$ cat src/rtl/rf_wport_arbiter.sv
// Register-file write-port arbiter: pipeline writeback vs. buffered long-latency results,
// with a pending scoreboard for decode hazards. Define RF_WPORT_FAIR_EN to bound FIFO starvation.
module rf_wport_arbiter #(
    parameter int DEPTH = 2,
    parameter int XLEN  = 32
) (
    input  logic            clk,
    input  logic            rst_n,
    input  logic            wb_we,
    input  logic [4:0]      wb_rd,
    input  logic [XLEN-1:0] wb_data,
    input  logic            ll_valid,
    output logic            ll_ready,
    input  logic [4:0]      ll_rd,
    input  logic [XLEN-1:0] ll_data,
    input  logic            iss_valid,
    input  logic [4:0]      iss_rd,
    output logic            iss_ready,
    input  logic [4:0]      id_rs1,
    input  logic [4:0]      id_rs2,
    input  logic [4:0]      id_rd,
    input  logic            id_rd_we,
    output logic            hz_stall,
    output logic            wb_stall,
    output logic            rf_we,
    output logic [4:0]      rf_a3,
    output logic [XLEN-1:0] rf_wd
);

    localparam int PW = $clog2(DEPTH);
    localparam int CW = $clog2(DEPTH) + 1;

    logic [4:0]      rd_mem_q   [DEPTH];
    logic [4:0]      rd_mem_d   [DEPTH];
    logic [XLEN-1:0] data_mem_q [DEPTH];
    logic [XLEN-1:0] data_mem_d [DEPTH];
    logic [PW-1:0]   head_q, head_d;
    logic [PW-1:0]   tail_q, tail_d;
    logic [CW-1:0]   count_q, count_d;
    logic [31:0]     pending_q, pending_d;

    logic            fifo_nonempty;
    logic            can_push;
    logic            wb_active;
    logic            force_fifo;
    logic            grant_wb;
    logic            grant_fifo;
    logic            push;
    logic            issue_set;
    logic            issue_ok;
    logic [4:0]      head_rd;
    logic [XLEN-1:0] head_data;

    assign fifo_nonempty = (count_q != '0);
    assign can_push      = (count_q != CW'(DEPTH));
    assign wb_active     = wb_we && (wb_rd != 5'd0);
    assign head_rd       = rd_mem_q[head_q];
    assign head_data     = data_mem_q[head_q];
    assign issue_ok      = !pending_q[iss_rd];

`ifdef RF_WPORT_FAIR_EN
    logic [1:0] starve_q, starve_d;

    // After three lost cycles the oldest result takes the port and writeback holds.
    assign force_fifo = (starve_q == 2'd3) && fifo_nonempty;

    always_comb begin
        starve_d = starve_q;
        if (!fifo_nonempty || grant_fifo) begin
            starve_d = 2'd0;
        end else begin
            starve_d = starve_q + 2'd1;
        end
    end

    always_ff @(posedge clk or negedge rst_n) begin
        if (!rst_n) begin
            starve_q <= 2'd0;
        end else begin
            starve_q <= starve_d;
        end
    end
`else
    assign force_fifo = 1'b0;
`endif

    assign grant_wb   = wb_active && !force_fifo;
    assign grant_fifo = fifo_nonempty && !grant_wb;
    assign push       = ll_valid && can_push && (ll_rd != 5'd0);
    assign issue_set  = iss_valid && issue_ok && (iss_rd != 5'd0);

    always_comb begin
        head_d     = head_q;
        tail_d     = tail_q;
        count_d    = count_q;
        rd_mem_d   = rd_mem_q;
        data_mem_d = data_mem_q;
        pending_d  = pending_q;

        if (grant_fifo) begin
            head_d             = head_q + PW'(1);
            pending_d[head_rd] = 1'b0;
        end

        if (push) begin
            rd_mem_d[tail_q]   = ll_rd;
            data_mem_d[tail_q] = ll_data;
            tail_d             = tail_q + PW'(1);
        end

        case ({push, grant_fifo})
            2'b10:   count_d = count_q + CW'(1);
            2'b01:   count_d = count_q - CW'(1);
            default: count_d = count_q;
        endcase

        // A new issue to the register being drained must win over the clear.
        if (issue_set) begin
            pending_d[iss_rd] = 1'b1;
        end
        pending_d[0] = 1'b0;
    end

    always_ff @(posedge clk or negedge rst_n) begin
        if (!rst_n) begin
            head_q    <= '0;
            tail_q    <= '0;
            count_q   <= '0;
            pending_q <= '0;
            for (int i = 0; i < DEPTH; i++) begin
                rd_mem_q[i]   <= '0;
                data_mem_q[i] <= '0;
            end
        end else begin
            head_q     <= head_d;
            tail_q     <= tail_d;
            count_q    <= count_d;
            pending_q  <= pending_d;
            rd_mem_q   <= rd_mem_d;
            data_mem_q <= data_mem_d;
        end
    end

    // Outputs are held at their idle values for as long as reset is asserted.
    always_comb begin
        rf_we     = 1'b0;
        rf_a3     = 5'd0;
        rf_wd     = '0;
        wb_stall  = 1'b0;
        ll_ready  = 1'b1;
        iss_ready = 1'b1;
        hz_stall  = 1'b0;
        if (rst_n) begin
            if (grant_wb) begin
                rf_we = 1'b1;
                rf_a3 = wb_rd;
                rf_wd = wb_data;
            end else if (grant_fifo) begin
                rf_we = 1'b1;
                rf_a3 = head_rd;
                rf_wd = head_data;
            end
            wb_stall  = force_fifo;
            ll_ready  = can_push;
            iss_ready = issue_ok;
            hz_stall  = pending_q[id_rs1] | pending_q[id_rs2] | (id_rd_we & pending_q[id_rd]);
        end
    end

endmodule

$ cat config.mk
export PLATFORM = sky130hd
export DESIGN_NAME = rf_wport_arbiter
export DESIGN_NICKNAME = d
export VERILOG_FILES = /design/src/rtl/rf_wport_arbiter.sv
export SDC_FILE = /design/constraint.sdc
export NUM_CORES = 1
export LEC_CHECK = 0
export BUFFER_PORTS_ARGS = -buffer_cell sky130_fd_sc_hd__buf_2
export CAP_MARGIN = 20
export CORE_MARGIN = 8
export CORE_UTILIZATION = 55
export DETAILED_ROUTE_END_ITERATION = 8
export GPL_TIMING_DRIVEN = 0
export PLACE_DENSITY = 0.81
export SYNTH_ARGS = -nofsm -noshare
export SYNTH_HDL_FRONTEND = slang
export SYNTH_SLANG_ARGS = --single-unit
$ cat constraint.sdc
create_clock -name clk -period 3.5 [get_ports clk]
set_input_delay 0.7 -clock clk [delete_from_list [all_inputs] [get_ports clk]]
set_output_delay 0.7 -clock clk [all_outputs]
set_load 0.01 [all_outputs]
== Word level (Yosys, flattened, before mapping) ==
Index checks and enable logic that the tools add are counted.

* Flip-flop bits (word level): 109
* Logic and storage cells: 88

* $add $sub $neg: 4
* Magnitude comparators: 10
* Equality and inequality tests: 3
* Multiplexer cells: 39
* Bitwise gates (word level): 8
* Reductions and logical operators: 16

{| class="wikitable"
|+ Operator list
! operator !! number
|-
| $mux 32 || 9
|-
| $bwmux 64 || 1
|-
| $mux 5 || 7
|-
| $and 32x32->32 || 1
|-
| $demux 32 s1 || 1
|-
| $not 32->32 || 1
|-
| $or 32x32->32 || 1
|-
| $lt 5x6->1 const B || 5
|-
| $bmux 1 s5 || 4
|-
| $reduce_bool 5->1 || 3
|-
| $mux 1 || 12
|-
| $bwmux 10 || 1
|-
| $demux 1 s5 || 2
|-
| $ge 5x1->1 const B || 2
|-
| $logic_and 1x1->1 || 9
|-
| $demux 5 s1 || 1
|-
| $ge 2x2->1 const B || 2
|-
| $not 1->2 || 2
|-
| $pmux 2 s2 || 1
|-
| $reduce_bool 2->1 || 2
|-
| $add 1x1->1 const B || 2
|-
| $add 2x1->2 const B || 1
|-
| $eq 2x1->1 const B || 1
|-
| $eq 2x2->1 const B || 1
|-
| 6 further kinds || 8
|}

== Logic depth before layout (Yosys ltp) ==
* Word-level depth: 13
* Mapped depth: 8

== Least setup slack after synthesis ==
No wires, ideal clock.

* Kind: input -> output
* Start: in id_rs1[1]
* End: out hz_stall
* Arrival: 2.461 ns
* Data required time: 2.800 ns
* Setup slack: 0.339 ns
* Stages: 6
* Path through: clkbuf_1 -> mux4_2 -> nand4b_1 -> nand2_1 -> or4_1 -> o41a_1

* Longest elaborated chain between the ends: 5

{| class="wikitable"
|+ Ends and longest elaborated chain
! element !! RTL line !! RTL
|-
| start, declared || 19 || <nowiki>input logic [4:0] id_rs1,</nowiki>
|-
| $bmux 1 s5 || 166 || <nowiki>hz_stall = pending_q[id_rs1] | pending_q[id_rs2] | (id_rd_we & pending_q[id_rd]);</nowiki>
|-
| $mux 1 (implied by the code) || 166 ||
|-
| $or 1x1->1 (2 in a row) || 166 ||
|-
| $mux 1 || 153 || <nowiki>if (rst_n) begin</nowiki>
|-
| end, declared || 23 || <nowiki>output logic hz_stall,</nowiki>
|}

Every way passes these cells. The select of a mux whose other input is x is not followed.

== Worst setup path after layout ==
* Start: in wb_rd[2]
* End: out rf_wd[7]

* Longest elaborated chain between the ends: 7

{| class="wikitable"
|+ Ends and longest elaborated chain
! element !! RTL line !! RTL
|-
| start, declared || 10 || <nowiki>input logic [4:0] wb_rd,</nowiki>
|-
| $reduce_bool 5->1 (*) || 56 || <nowiki>assign wb_active = wb_we && (wb_rd != 5'd0);</nowiki>
|-
| $logic_and 1x1->1 (*) || 56 ||
|-
| $logic_not 1->1 || 88 || <nowiki>assign grant_fifo = fifo_nonempty && !grant_wb;</nowiki>
|-
| $logic_and 1x1->1 || 88 ||
|-
| $mux 32 || 158 || <nowiki>end else if (grant_fifo) begin</nowiki>
|-
| $mux 32 (*) || 154 || <nowiki>if (grant_wb) begin</nowiki>
|-
| $mux 32 (*) || 153 ||
|-
| end, declared || 27 || <nowiki>output logic [XLEN-1:0] rf_wd</nowiki>
|}

Every way passes the cells marked *; elsewhere a longest branch is shown, timed or not.

==> out/results.tsv <==
stage	metric	value	unit
route	viasPerCell	6.39	
global_route	grt_max_degree	59	
route	wirelength	18.6	mm
yosys	synthTopCellsByArea	dfrtp_1 42%, mux2_2 14%, mux2i_1 7.4%, mux4_2 5.9%, o21ai_0 4.9%	
setup_path	crit_required	2.80	ns
floorplan	fp.coreArea	0.0115	mm2
route	ant_nets	0	
yosys	async_reset_ff_share	100	%
flow_run	max_cap_violations	0	
final_layout	finalNonFillerCells	877	
global_route	overflow	0	
route	drc_errors	0	
floorplan	fp.dieW	125	um
timing	max_slew.worst_pin.slew	0.817	ns
placement	place_congestion	1.01	
timing	hold_viol_final	0	
final_layout	final_cell_mix	135 x buf_2, 109 x dfrtp_1, 80 x mux2_2, 64 x o21ai_0, 48 x mux2i_1	
final_layout	antenna_cells	0	
yosys	synth_compound_area_share	10.3	%
global_route	gr-usage-all-layers	23.6	%
final_layout	nFillCells	869	
floorplan	rows	39	
yosys	synth.area.mux_share	30.0	%
clock_tree	path_clk_slew	0.06	ns
timing	min_period	3.41	ns
setup_path	crit_arrival	2.71	ns
yosys	synth_simple_gate_area_share	13.8	%
final_layout	fin_nets	831	
clock_tree	clkLatencyLatePin	0.35	ns
clock_tree	cts_buffers	9	
yosys	synth_seq_cells	109	
timing	setup_viol	0	
route	routed-via-count	5607	
global_route	grt_pass1_vias	5943	
power_and_ir_drop	leakage	0.00339	uW
clock_tree	ctsLongestPathBuffers	2	
clock_tree	htreeDepth	3	
route	wl_per_cell	21.2	um
clock_tree	ctsHoldBuffers	0	
timing	fmax	293	MHz
power_and_ir_drop	power_density	814	mW/mm2
yosys	synth_fa_ha_area_share	0.193	%
yosys	synth_cell_types	53	
clock_tree	cts_tree	built	
clock_tree	root_buffer	clkbuf_16	
yosys	synth_top_family_by_area	multiplexers	
yosys	syn_area	0.00649	mm2
yosys	synth_xor_area_share	0.539	%
final_layout	final_area	0.00768	mm2
yosys	netlist.area_leader.share	42.0	%
final_layout	drive_above_1_share	36.0	%
yosys	ys_seq_area_share	42.0	%
route	firstDrtPassIters	6	
timing	relSlewSlack	45.6	%
timing	timing.final.crit_share	97.4	%
yosys	avgSynthCellArea	11.0	um2
setup_path	critical_path.max_fanout	10	
final_layout	layout_commonest_cell	buf_2	
yosys	yosysWarnings	0	
timing	rsz0062_at_grt	no	
final_layout	area_growth	18.2	%
yosys	synth_cells	589	
yosys	yosysTopAreaCell	dfrtp_1	
global_route	grt_pass1_wl	30.0	mm
placement	hpwl	13.9	mm
clock_tree	clock-sinks	109	
floorplan	die_y	125	um
floorplan	io_pins	142	
yosys	synth-main-ff-cell	dfrtp_1	
yosys	syn_nets	690	
placement	pre_cts_ws	-0.0407	ns
timing	drv_slew	0	
timing	clock_skew	0.00771	ns
setup_path	criticalPathCategory	input port to primary output	
power_and_ir_drop	finalPower	6250	uW
run_status	outcome	finished, final reports clean	
timing	fin_ws	0.0905	ns
setup_path	end_kind	primary output	
yosys	synth_edf_count	0	
placement	numPortBuffers	130	
global_route	antenna_found_initial	1	
final_layout	fin_util	67.0	%
clock_tree	postCtsSetupBuffers	0	
floorplan	dieArea	0.0155	mm2
placement	postPlaceCellArea	0.00735	mm2
route	drt_iter0_markers	500	
placement	dpl.cell_count	863	
floorplan	initial_core_util	56.6	%
setup_path	critPathLaunchType	input port	
setup_path	rr_worst_depth	7	
hold_path	min_path_type	input port to asynchronous set/reset pin	
power_and_ir_drop	peakVddDrop	0.000410	V
per-layer routing:
metal / vias to the layer above / global-route usage (%) / wire length (um)
li1: 2487 / - / -
met2: 318 / 40.9 / 9320
met4: 2 / 10.9 / 617
met1: 2738 / 27.1 / 7210
met3: 62 / 5.62 / 1450
met5: - / 0 / 12
registers in the layout, indices dropped and copies added, names as in the netlist:
signal	count
tail_q	1
count_q	2
pending_q	31
data_mem_q	64
rd_mem_q	10
head_q	1
final timing paths:
kind,startpoint,end,slack [ns]
max in group asynchronous,rst_n,data_mem_q[47]$_DFFE_PN0P_,2.52
worst min-delay path,rst_n,data_mem_q[59]$_DFFE_PN0P_,0.31
worst max-delay path,wb_rd[2],rf_wd[7],0.09
min in group clk,rd_mem_q[3]$_DFFE_PN0P_,rd_mem_q[3]$_DFFE_PN0P_,0.51
worst min register to register,rd_mem_q[3]$_DFFE_PN0P_,rd_mem_q[3]$_DFFE_PN0P_,0.51
worst max register to register,count_q[0]$_DFFE_PN0P_,count_q[1]$_DFFE_PN0P_,1.05
timing repair:
| item | 4_1_cts | 5_1_grt |
|---|---|---|
| resized for setup | 1 | 6 |
| endpoints found under the setup margin | 10 | 13 |
| pin swaps | 0 | 0 |
cell type report:
| class | instances | area, um2 | share of cell area (%) |
|---|---|---|---|
| plain buffers | 40 | 190 | 2.48 |
| clock buffers | 10 | 229 | 2.98 |
| clock inverters | 5 | 85.1 | 1.11 |
| inverters | 3 | 11.3 | 0.147 |
| multi-input cells | 436 | 3570 | 46.5 |
| flip-flops and latches | 109 | 2730 | 35.5 |
| well taps | 143 | 179 | 2.33 |
| repair buffers | 131 | 684 | 8.91 |
worst max-delay path, stage by stage:
cell and delay (ns):
buf_2 0.12, or4_1 0.57, o21a_1 0.25, clkbuf_1 0.29, clkbuf_1 0.31, a21oi_1 0.24, nor2b_1 0.09, buf_2 0.14
logic make-up (layout without fill, tap and decap cells):
kind of cell / after synthesis / count (layout)
and+or+nand+nor: 158 / 158
other: 1 / 1
DFF: 109 / 109
AOI/OAI and AO/OA: 120 / 120
adders and majority gates: 1 / 1
buffers and inverters: 44 / 189
xor gates and xnor gates: 4 / 4
muxes: 152 / 152
metrics by stage:
stage / hold slack (ns) / setup TNS, ns
CTS: 0.321 / 0
global placement: 0.478 / -21.91
finish: 0.306 / 0
detailed placement: 0.492 / -0.156
global route: 0.336 / 0
floorplan: 0.404 / 0
Yosys cell counts (all sizes together) (2+ instances only):
| library cell | count |
|---|---|
| buf | 17 |
| or2 | 2 |
| a21oi | 35 |
| nand3b | 6 |
| or3b | 2 |
| o22ai | 2 |
| mux2 | 80 |
| nand4b | 4 |
| nor2b | 43 |
| nand2b | 4 |
| clkbuf | 24 |
| nand3 | 9 |
| xnor2 | 3 |
| a21boi | 3 |
| nor4 | 3 |
| mux2i | 48 |
| o211a | 2 |
| inv | 3 |
| nand4 | 3 |
| nor3 | 34 |
| nand2 | 24 |
| or4 | 4 |
| nor3b | 3 |
| nor2 | 9 |
| or3 | 3 |
| o21ai | 64 |
| dfrtp | 109 |
| mux4 | 24 |
| a22oi | 2 |
power by group:
group	switching [uW]	leakage (uW)	internal (uW)	total [uW]
combinational	1390	0.00194	1380	2770
clock	448	0.000149	627	1080
sequential	507	0.00130	1900	2410
total	2340	0.00339	3910	6250
(Power assumes the default switching activity.)
